**config.mk**
```make
export PLATFORM = sky130hd
export DESIGN_NAME = gshare_update_scheduler_flat
export DESIGN_NICKNAME = d
export VERILOG_FILES = /design/src/rtl/gshare_update_scheduler_if.sv /design/src/rtl/gshare_update_scheduler.sv /design/src/flat_wrapper.sv
export SDC_FILE = /design/constraint.sdc
export NUM_CORES = 1
export LEC_CHECK = 0
export BUFFER_PORTS_ARGS = -buffer_cell sky130_fd_sc_hd__buf_2
export CAP_MARGIN = 15
export CORE_MARGIN = 1
export CORE_UTILIZATION = 60
export DETAILED_ROUTE_END_ITERATION = 10
export GPL_TIMING_DRIVEN = 0
export PLACE_DENSITY_LB_ADDON = 0.05
export SKIP_CTS_REPAIR_TIMING = 1
export SYNTH_ARGS = -nofsm -noshare
export SYNTH_HDL_FRONTEND = slang
export SYNTH_SLANG_ARGS = --single-unit
```
**constraint.sdc**
```tcl
create_clock -name clk -period 9.3 [get_ports clk]
set_input_delay 1.395 -clock clk [delete_from_list [all_inputs] [get_ports clk]]
set_output_delay 1.395 -clock clk [all_outputs]
set_load 0.02 [all_outputs]
```
**src/rtl/gshare_update_scheduler_if.sv**
```systemverilog
// Bundle between the branch-resolution sources (EXE branch units, LSU) and the gshare update
// scheduler. master = sources plus predictor side, slave = scheduler.
interface gshare_update_scheduler_if #(
    parameter int unsigned BHSR_WIDTH  = 8,
    parameter int unsigned PC_WIDTH    = 32,
    parameter int unsigned UPD_Q_DEPTH = 4
);
    localparam int unsigned QCW = $clog2(UPD_Q_DEPTH) + 1;

    logic                  br0_valid;
    logic                  br0_miss;
    logic                  br0_taken;
    logic [BHSR_WIDTH-1:0] br0_bhsr;
    logic [PC_WIDTH-1:0]   br0_pc;
    logic                  br1_valid;
    logic                  br1_miss;
    logic                  br1_taken;
    logic [BHSR_WIDTH-1:0] br1_bhsr;
    logic [PC_WIDTH-1:0]   br1_pc;
    logic                  store_set_violation;
    logic                  branch_miss_first;
    logic [BHSR_WIDTH-1:0] lsu_bhsr;

    logic                  out_cond_valid;
    logic                  out_miss_prediction;
    logic                  out_taken;
    logic [BHSR_WIDTH-1:0] out_bhsr;
    logic [PC_WIDTH-1:0]   out_addr;
    logic                  out_ssv;
    logic                  out_bmf;
    logic [BHSR_WIDTH-1:0] out_lsu_bhsr;
    logic [QCW-1:0]        q_count;

    modport master (
        output br0_valid, br0_miss, br0_taken, br0_bhsr, br0_pc,
        output br1_valid, br1_miss, br1_taken, br1_bhsr, br1_pc,
        output store_set_violation, branch_miss_first, lsu_bhsr,
        input  out_cond_valid, out_miss_prediction, out_taken, out_bhsr, out_addr,
        input  out_ssv, out_bmf, out_lsu_bhsr, q_count
    );

    modport slave (
        input  br0_valid, br0_miss, br0_taken, br0_bhsr, br0_pc,
        input  br1_valid, br1_miss, br1_taken, br1_bhsr, br1_pc,
        input  store_set_violation, branch_miss_first, lsu_bhsr,
        output out_cond_valid, out_miss_prediction, out_taken, out_bhsr, out_addr,
        output out_ssv, out_bmf, out_lsu_bhsr, q_count
    );
endinterface

```
**src/rtl/gshare_update_scheduler.sv**
```systemverilog
// Serialises up to two resolved branches per cycle onto the single gshare update port.
// Mispredictions bypass a small in-order training queue. Optional counters: GSHARE_UPD_STATS_EN.
module gshare_update_scheduler #(
    parameter int unsigned BHSR_WIDTH  = 8,
    parameter int unsigned PC_WIDTH    = 32,
    parameter int unsigned UPD_Q_DEPTH = 4,
    parameter int unsigned CNT_WIDTH   = 16
) (
    input logic                        clk,
    input logic                        rst,
    gshare_update_scheduler_if.slave   bus
`ifdef GSHARE_UPD_STATS_EN
    ,
    output logic [CNT_WIDTH-1:0]       stat_enq_cnt,
    output logic [CNT_WIDTH-1:0]       stat_drop_cnt,
    output logic [CNT_WIDTH-1:0]       stat_bypass_cnt
`endif
);
    localparam int unsigned PTRW = $clog2(UPD_Q_DEPTH);
    localparam int unsigned QCW  = PTRW + 1;

    if (UPD_Q_DEPTH < 2 || (UPD_Q_DEPTH & (UPD_Q_DEPTH - 1)) != 0 || CNT_WIDTH < 1)
    begin : g_param_check
        $error("UPD_Q_DEPTH must be a power of 2 >= 2 and CNT_WIDTH >= 1");
    end

    typedef struct packed {
        logic                  taken;
        logic [BHSR_WIDTH-1:0] bhsr;
        logic [PC_WIDTH-1:0]   pc;
    } entry_t;

    entry_t            mem_q [UPD_Q_DEPTH];
    entry_t            mem_d [UPD_Q_DEPTH];
    logic [PTRW-1:0]   wr_ptr_q, wr_ptr_d;
    logic [PTRW-1:0]   rd_ptr_q, rd_ptr_d;
    logic [QCW-1:0]    count_q, count_d;

    logic              byp0, byp1, bypass;
    logic              el0, el1, push0, push1, pop;
    logic [QCW-1:0]    free;
    logic [PTRW-1:0]   wr1_ptr;
    entry_t            head;

    always_comb begin
        byp0   = bus.br0_valid & bus.br0_miss;
        byp1   = ~byp0 & bus.br1_valid & bus.br1_miss;
        bypass = byp0 | byp1;
        // br1 behind a mispredicted br0 is wrong-path and never trains
        el0    = bus.br0_valid & ~bus.br0_miss;
        el1    = bus.br1_valid & ~bus.br1_miss & ~byp0;
        free   = QCW'(UPD_Q_DEPTH) - count_q;
        if (free >= QCW'(2)) begin
            push0 = el0;
            push1 = el1;
        end else if (free == QCW'(1)) begin
            push0 = el0;
            push1 = el1 & ~el0;
        end else begin
            push0 = 1'b0;
            push1 = 1'b0;
        end
        pop     = ~bypass & (count_q != '0);
        head    = mem_q[rd_ptr_q];
        wr1_ptr = wr_ptr_q + PTRW'(push0);

        mem_d = mem_q;
        if (push0) mem_d[wr_ptr_q] = '{bus.br0_taken, bus.br0_bhsr, bus.br0_pc};
        if (push1) mem_d[wr1_ptr]  = '{bus.br1_taken, bus.br1_bhsr, bus.br1_pc};
        wr_ptr_d = wr1_ptr + PTRW'(push1);
        rd_ptr_d = rd_ptr_q + PTRW'(pop);
        count_d  = count_q + QCW'(push0) + QCW'(push1) - QCW'(pop);
    end

    always_ff @(posedge clk) begin
        if (rst) begin
            mem_q    <= '{default: '0};
            wr_ptr_q <= '0;
            rd_ptr_q <= '0;
            count_q  <= '0;
        end else begin
            mem_q    <= mem_d;
            wr_ptr_q <= wr_ptr_d;
            rd_ptr_q <= rd_ptr_d;
            count_q  <= count_d;
        end
    end

    always_comb begin
        bus.out_cond_valid      = 1'b0;
        bus.out_miss_prediction = 1'b0;
        bus.out_taken           = 1'b0;
        bus.out_bhsr            = '0;
        bus.out_addr            = '0;
        if (byp0) begin
            bus.out_cond_valid      = 1'b1;
            bus.out_miss_prediction = 1'b1;
            bus.out_taken           = bus.br0_taken;
            bus.out_bhsr            = bus.br0_bhsr;
            bus.out_addr            = bus.br0_pc;
        end else if (byp1) begin
            bus.out_cond_valid      = 1'b1;
            bus.out_miss_prediction = 1'b1;
            bus.out_taken           = bus.br1_taken;
            bus.out_bhsr            = bus.br1_bhsr;
            bus.out_addr            = bus.br1_pc;
        end else if (count_q != '0) begin
            bus.out_cond_valid = 1'b1;
            bus.out_taken      = head.taken;
            bus.out_bhsr       = head.bhsr;
            bus.out_addr       = head.pc;
        end
        bus.out_ssv      = bus.store_set_violation;
        bus.out_bmf      = bus.branch_miss_first;
        bus.out_lsu_bhsr = bus.lsu_bhsr;
        bus.q_count      = count_q;
    end

`ifdef GSHARE_UPD_STATS_EN
    logic [CNT_WIDTH-1:0] enq_cnt_q, enq_cnt_d;
    logic [CNT_WIDTH-1:0] drop_cnt_q, drop_cnt_d;
    logic [CNT_WIDTH-1:0] byp_cnt_q, byp_cnt_d;
    logic [1:0]           n_enq, n_drop;
    logic [CNT_WIDTH:0]   enq_sum, drop_sum, byp_sum;

    always_comb begin
        n_enq    = {1'b0, push0} + {1'b0, push1};
        n_drop   = ({1'b0, el0} + {1'b0, el1}) - n_enq;
        enq_sum  = {1'b0, enq_cnt_q} + (CNT_WIDTH + 1)'(n_enq);
        drop_sum = {1'b0, drop_cnt_q} + (CNT_WIDTH + 1)'(n_drop);
        byp_sum  = {1'b0, byp_cnt_q} + (CNT_WIDTH + 1)'(bypass);
        // saturate on carry-out
        enq_cnt_d  = enq_sum[CNT_WIDTH]  ? '1 : enq_sum[CNT_WIDTH-1:0];
        drop_cnt_d = drop_sum[CNT_WIDTH] ? '1 : drop_sum[CNT_WIDTH-1:0];
        byp_cnt_d  = byp_sum[CNT_WIDTH]  ? '1 : byp_sum[CNT_WIDTH-1:0];
    end

    always_ff @(posedge clk) begin
        if (rst) begin
            enq_cnt_q  <= '0;
            drop_cnt_q <= '0;
            byp_cnt_q  <= '0;
        end else begin
            enq_cnt_q  <= enq_cnt_d;
            drop_cnt_q <= drop_cnt_d;
            byp_cnt_q  <= byp_cnt_d;
        end
    end

    assign stat_enq_cnt    = enq_cnt_q;
    assign stat_drop_cnt   = drop_cnt_q;
    assign stat_bypass_cnt = byp_cnt_q;
`endif
endmodule

```
**src/flat_wrapper.sv**
```systemverilog
// flat-port wrapper written by rule: the top's interface ports become plain ports
module gshare_update_scheduler_flat 
#(
    parameter int unsigned BHSR_WIDTH  = 8,
    parameter int unsigned PC_WIDTH    = 32,
    parameter int unsigned UPD_Q_DEPTH = 4,
    parameter int unsigned CNT_WIDTH   = 16
)
  (clk, rst, bus_br0_valid, bus_br0_miss, bus_br0_taken, bus_br0_bhsr, bus_br0_pc, bus_br1_valid, bus_br1_miss, bus_br1_taken, bus_br1_bhsr, bus_br1_pc, bus_store_set_violation, bus_branch_miss_first, bus_lsu_bhsr, bus_out_cond_valid, bus_out_miss_prediction, bus_out_taken, bus_out_bhsr, bus_out_addr, bus_out_ssv, bus_out_bmf, bus_out_lsu_bhsr, bus_q_count);
  gshare_update_scheduler_if #(.BHSR_WIDTH(BHSR_WIDTH), .PC_WIDTH(PC_WIDTH), .UPD_Q_DEPTH(UPD_Q_DEPTH)) bus_i ();
  input logic clk;
  input logic rst;
  input wire logic [$bits(bus_i.br0_valid)-1:0] bus_br0_valid;
  input wire logic [$bits(bus_i.br0_miss)-1:0] bus_br0_miss;
  input wire logic [$bits(bus_i.br0_taken)-1:0] bus_br0_taken;
  input wire logic [$bits(bus_i.br0_bhsr)-1:0] bus_br0_bhsr;
  input wire logic [$bits(bus_i.br0_pc)-1:0] bus_br0_pc;
  input wire logic [$bits(bus_i.br1_valid)-1:0] bus_br1_valid;
  input wire logic [$bits(bus_i.br1_miss)-1:0] bus_br1_miss;
  input wire logic [$bits(bus_i.br1_taken)-1:0] bus_br1_taken;
  input wire logic [$bits(bus_i.br1_bhsr)-1:0] bus_br1_bhsr;
  input wire logic [$bits(bus_i.br1_pc)-1:0] bus_br1_pc;
  input wire logic [$bits(bus_i.store_set_violation)-1:0] bus_store_set_violation;
  input wire logic [$bits(bus_i.branch_miss_first)-1:0] bus_branch_miss_first;
  input wire logic [$bits(bus_i.lsu_bhsr)-1:0] bus_lsu_bhsr;
  output wire logic [$bits(bus_i.out_cond_valid)-1:0] bus_out_cond_valid;
  output wire logic [$bits(bus_i.out_miss_prediction)-1:0] bus_out_miss_prediction;
  output wire logic [$bits(bus_i.out_taken)-1:0] bus_out_taken;
  output wire logic [$bits(bus_i.out_bhsr)-1:0] bus_out_bhsr;
  output wire logic [$bits(bus_i.out_addr)-1:0] bus_out_addr;
  output wire logic [$bits(bus_i.out_ssv)-1:0] bus_out_ssv;
  output wire logic [$bits(bus_i.out_bmf)-1:0] bus_out_bmf;
  output wire logic [$bits(bus_i.out_lsu_bhsr)-1:0] bus_out_lsu_bhsr;
  output wire logic [$bits(bus_i.q_count)-1:0] bus_q_count;
  assign bus_i.br0_valid = bus_br0_valid;
  assign bus_i.br0_miss = bus_br0_miss;
  assign bus_i.br0_taken = bus_br0_taken;
  assign bus_i.br0_bhsr = bus_br0_bhsr;
  assign bus_i.br0_pc = bus_br0_pc;
  assign bus_i.br1_valid = bus_br1_valid;
  assign bus_i.br1_miss = bus_br1_miss;
  assign bus_i.br1_taken = bus_br1_taken;
  assign bus_i.br1_bhsr = bus_br1_bhsr;
  assign bus_i.br1_pc = bus_br1_pc;
  assign bus_i.store_set_violation = bus_store_set_violation;
  assign bus_i.branch_miss_first = bus_branch_miss_first;
  assign bus_i.lsu_bhsr = bus_lsu_bhsr;
  assign bus_out_cond_valid = bus_i.out_cond_valid;
  assign bus_out_miss_prediction = bus_i.out_miss_prediction;
  assign bus_out_taken = bus_i.out_taken;
  assign bus_out_bhsr = bus_i.out_bhsr;
  assign bus_out_addr = bus_i.out_addr;
  assign bus_out_ssv = bus_i.out_ssv;
  assign bus_out_bmf = bus_i.out_bmf;
  assign bus_out_lsu_bhsr = bus_i.out_lsu_bhsr;
  assign bus_q_count = bus_i.q_count;
  gshare_update_scheduler #(.BHSR_WIDTH(BHSR_WIDTH), .PC_WIDTH(PC_WIDTH), .UPD_Q_DEPTH(UPD_Q_DEPTH), .CNT_WIDTH(CNT_WIDTH)) u_core (.clk(clk), .rst(rst), .bus(bus_i));
endmodule
```
; Word-level counts from Yosys, hierarchy flattened
; Index checks and enable logic that the tools add are counted.
[classes]
addsub = 7
multipliers = 0
n_div = 0
magnitude_cmp = 6
n_eq_ne = 1
shifts = 0
n_mux = 29
bitwise_logic = 17
reduce_logical = 3
[ops]
columns = operator, count
row1 = 164-bit bitwise mux, 2
row2 = 164-bit two-way mux, 2
row3 = 41-bit demux with 2-bit select, 2
row4 = 41-bit two-way mux, 4
row5 = 32-bit two-way mux, 3
row6 = 41-bit binary-select mux with 2-bit select, 1
row7 = 8-bit two-way mux, 3
row8 = 1-bit two-way mux, 12
row9 = 3-bit greater-or-equal comparator (second input constant), 3
row10 = 2-bit inverter with 3-bit output, 3
row11 = 1-bit bitwise AND, 8
row12 = 2-bit by 1-bit adder with 2-bit output, 3
row13 = 3-bit by 1-bit adder with 3-bit output, 2
row14 = 3-bit by 1-bit < comparator with 1-bit output (second input constant), 2
row15 = 1-bit inverter, 5
row16 = 3-bit by 1-bit == test with 1-bit output (second input constant), 1
row17 = 3-bit by 2-bit greater-or-equal comparator with 1-bit output (second input constant), 1
row18 = 3-bit nonzero test, 1
row19 = 3-bit by 1-bit subtractor with 3-bit output, 1
row20 = 3-bit subtractor (first input constant), 1
row21 = 1-bit logical AND, 2
row22 = 1-bit OR, 1
[totals]
reg_bits = 171
latchBits = 0
ram_bits = 0
mem_bits_ro = 0
input_bits = 98
out_inout_bits = 56
memories = 0

; Longest topological paths before layout
[depth]
word_depth = 12
ltp_mapped = 15
ltp_nobuf = 13

; Worst setup path after synthesis
; No wires, ideal clock.
[synth_path]
kind = input port to output port
startpoint = in bus_br1_valid
endpoint = out bus_out_addr[19]
arrival_ns = 2.912
path_slack_ns = 4.993
stages = 7
path_buffers = 3
path_cell_list = a21boi_1 > and2_1 > clkbuf_1 > or3_1 > clkbuf_1 > clkbuf_1 > o21ai_1
[synth_via]
elab_chain_len = 4
[synth_lines]
columns = element, line_no
row1 = from (decl), flat_wrapper.sv:18  ; input wire logic [$bits(bus_i.br1_valid)-1:0] bus_br1_valid;
row2 = 1-bit bitwise AND (2 in a row), gshare_update_scheduler.sv:47  ; byp1 = ~byp0 & bus.br1_valid & bus.br1_miss;
row3 = 32-bit two-way mux, gshare_update_scheduler.sv:101  ; end else if (byp1) begin
row4 = 32-bit two-way mux, gshare_update_scheduler.sv:95  ; if (byp0) begin
row5 = to (decl), flat_wrapper.sv:30  ; output wire logic [$bits(bus_i.out_addr)-1:0] bus_out_addr;
; No other way between the ends.

; Final worst setup path
[layout_path]
startpoint = in bus_br0_valid
endpoint = out bus_out_addr[27]
[layout_via]
elab_chain_len = 6
[layout_lines]
columns = element, line_no
row1 = from (decl), flat_wrapper.sv:13  ; input wire logic [$bits(bus_i.br0_valid)-1:0] bus_br0_valid;
row2 = 1-bit bitwise AND *, gshare_update_scheduler.sv:46  ; byp0 = bus.br0_valid & bus.br0_miss;
row3 = 1-bit inverter, gshare_update_scheduler.sv:47
row4 = 1-bit bitwise AND (2 in a row), gshare_update_scheduler.sv:47
row5 = 32-bit two-way mux, gshare_update_scheduler.sv:101
row6 = 32-bit two-way mux *, gshare_update_scheduler.sv:95
; Mark *: on every way between the ends. The rest lies on a longest branch, timed or not.

==> impl_metrics.json <==
{
  "vias_per_cell": 6.958,
  "internal_power_mw": 1.854,
  "fin_nets": 1473,
  "ys.flop_type": "dfxtp_1",
  "final.setup.tns_ns": 0,
  "ys_warn_count": 0,
  "slew_violations": 0,
  "comb_power_share_pct": 45.9,
  "dpl.hpwl_mm": 24.77,
  "layout_setup_ws_ns": 3.733,
  "finalClockSkew_ns": 0.01118,
  "synth_area_um2": 10250,
  "slowest_delay_ns": 0.66,
  "drt_wl_total_mm": 38.25,
  "cts_inserted_buffers": 17,
  "drc": 0,
  "start_kind": "input port",
  "tritoncts": "built",
  "syn_to_final_growth_pct": 15.91,
  "dp_slack_ns": 3.890,
  "path_common_cell": "clkbuf_1",
  "path_clk_slew_ns": 0.07,
  "endpoint_kind": "output port",
  "syn_inst": 1204,
  "netSwitchingFraction_pct": 42.82,
  "irDropWorstVdd_v": 0.0001999,
  "core-area_um2": 16640,
  "fp-row-count": 47,
  "synth_edf_count": 0,
  "worstMarginPinSlew_ns": 1.040,
  "gp_congestion": 0.9214,
  "dieArea_um2": 17610,
  "diodes": 0,
  "dr_total_vias": 11119,
  "final_cell_area_um2": 11880,
  "ant_nets": 0,
  "die_w_um": 132.7,
  "p_leak_nw": 3.926,
  "wire_per_inst_um": 23.93,
  "grt_overflow": 0,
  "criticalPathCategory": "input port to output port",
  "slowest_stage": "clkbuf_1",
  "finalCritPeriodShare_pct": 59.87,
  "cp.arrival_ns": 4.17,
  "ys_seq_elements": 171,
  "io_pins": 154,
  "drv_cap": 0,
  "cts_max_path_buffers": 2,
  "finalHoldViolCount": 0,
  "grt_max_degree": 17,
  "final.min_clock_period_ns": 5.567,
  "drive_above_1_share_pct": 25.33,
  "crit_chain": "buf_2 > a21boi_1 > and2_1 > clkbuf_1 > or3_1 > clkbuf_1 > clkbuf_1 > o21ai_1 > buf_2",
  "rsz0062_at_grt": "false",
  "cp.required_ns": 7.91,
  "path_buf_inv": 5,
  "cp_max_fo": 10,
  "status": "complete, no violations",
  "h-tree-depth": 4,
  "drt_iter0_markers": 1437,
  "grt_pass1_vias": 10422,
  "max_freq_ghz": 0.1796,
  "syn_area_per_cell_um2": 8.511,
  "whs_ns": 0.4878,
  "track_usage_pct": 43.46,
  "cts-root-buf": "clkbuf_16",
  "clock_sinks": 171,
  "slew_headroom_pct": 30.65,
  "firstDrtPassIters": 6,
  "hold_class": "flip-flop to flip-flop",
  "start_util_pct": 61.57,
  "synth-async-reset-ratio_pct": 0,
  "setup_violations": 0,
  "clk_latency_ns": 0.45,
  "power_density_nw_per_um2": 273.1,
  "p_switching_mw": 1.389,
  "antenna_found_initial": 0,
  "grt_pass1_wl_mm": 58.42,
  "cpLargestDelayFamily": "buffers and inverters",
  "p_clk_share_pct": 24.6,
  "place_area_um2": 11230,
  "die_h_um": 132.7,
  "pwr-share-seq_pct": 29.5,
  "port_buffers": 142,
  "synth_fp_nets": 1312,
  "synth.yosys.seq_area_share_pct": 33.41,
  "yosysUniqueCellTypes": 37
}
layer usage:
layer	global-route usage [%]	vias to the layer above	part of all wire (%)	wire, um
met5	0	-	0	0
met4	24.46	0	5.3	2025
met3	12.34	199	14	5317
met2	65.79	990	44	16850
met1	55.75	5182	37	14060
li1	-	4748	-	-
layout make-up:
class                           count  area (um^2)
Timing Repair Buffer              142        710.7
Multi-Input combinational cell    850         5977
Fill cell                        1351         4765
Buffer                            146        708.2
Sequential cell                   171         3423
Clock inverter                     13        191.4
Clock buffer                       19        452.9
Tap cell                          220        275.3
Inverter                           37        138.9
worst register-to-register path: stages, from the launching register on:
cell      delay [ns]
dfxtp_1         0.35
inv_1           0.14
ha_1            0.17
ha_1            0.23
or3_1           0.16
clkbuf_1        0.66
clkbuf_1        0.54
inv_1           0.15
ha_1            0.32
fa_1            0.15
inv_1           0.05
fa_1            0.40
xnor2_1         0.20
xnor2_1         0.14
nor2_1          0.05
synthesized netlist by cell type (10+ instances only):
library cell | instances | area share [%]
clkbuf_1 | 96 | 3.5
a311oi_1 | 84 | 7.2
a311oi_2 | 80 | 12
mux4_2 | 41 | 9.0
a221oi_1 | 13 | 1.1
nand2_1 | 333 | 12
buf_4 | 19 | 1.4
o21ai_1 | 18 | 0.88
nor2_1 | 31 | 1.1
dfxtp_1 | 171 | 33
inv_1 | 37 | 1.4
buf_2 | 23 | 1.1
nor3_1 | 166 | 8.1
o21ai_0 | 10 | 0.49
a22oi_1 | 28 | 2.1
cell usage in the layout (no fill, tap or decap), types with 5 or more instances in the layout:
| cell | n |
|---|---|
| nand2_1 | 333 |
| dfxtp_1 | 171 |
| nor3_1 | 166 |
| buf_2 | 165 |
| clkbuf_1 | 96 |
| a311oi_1 | 84 |
| a311oi_2 | 80 |
| mux4_2 | 41 |
| inv_1 | 37 |
| nor2_1 | 31 |
| a22oi_1 | 28 |
| buf_4 | 19 |
| o21ai_1 | 18 |
| clkbuf_16 | 17 |
| a221oi_1 | 13 |
| o21ai_0 | 10 |
| buf_6 | 8 |
| ha_1 | 8 |
| xnor2_1 | 5 |
per-stage QoR:
stage | power [mW] | util, % | instances
after detailed placement | 2.400 | 67.50 | 1566
final | 3.243 | 71.37 | 1598
after global routing | 3.346 | 71.37 | 1598
after floorplan | 1.937 | - | 1204
after CTS | 3.180 | 71.37 | 1598
after global placement | 2.376 | 67.50 | 1566
path summary, 6_finish.rpt:
| check | startpoint | end | slack (ns) | cells past startpoint |
|---|---|---|---|---|
| max | bus_br0_valid | bus_out_addr[27] | 3.73 | 9 |
| min | u_core.mem_q[16] | u_core.mem_q[16] | 0.49 | 2 |
| max reg2reg | u_core.bus.q_count[0] | u_core.bus.q_count[2] | 5.45 | 14 |
| min reg2reg | u_core.mem_q[16] | u_core.mem_q[16] | 0.49 | 2 |
cells by family (layout without fill, tap and decap cells):
kind of cell,after synthesis,count (layout),share of synthesized area (%)
xor+xnor,6,6,0.5128
flops,171,171,33.41
mux,41,41,9.011
simple gates,556,556,23.52
compound gates,237,237,23.92
fa+ha+maj,10,10,1.368
buf+inv,183,357,8.266
power by group through the flow:
stage / clock network (mW) / logic, mW / registers (mW)
2_1_floorplan: 0 / 0.992 / 0.945
6_report: 0.797 / 1.49 / 0.958
3_5_place_dp: 0 / 1.44 / 0.964
3_3_place_gp: 0 / 1.41 / 0.962
4_1_cts: 0.788 / 1.44 / 0.952
5_1_grt: 0.823 / 1.55 / 0.970
flip-flops by register name (all words and copies together), names as in the netlist:
| register | cells |
|---|---|
| u_core.mem_q | 164 |
| u_core.wr_ptr_q | 2 |
| u_core.bus.q_count | 3 |
| u_core.rd_ptr_q | 2 |
Note: power is estimated with default switching activity, not from simulation.
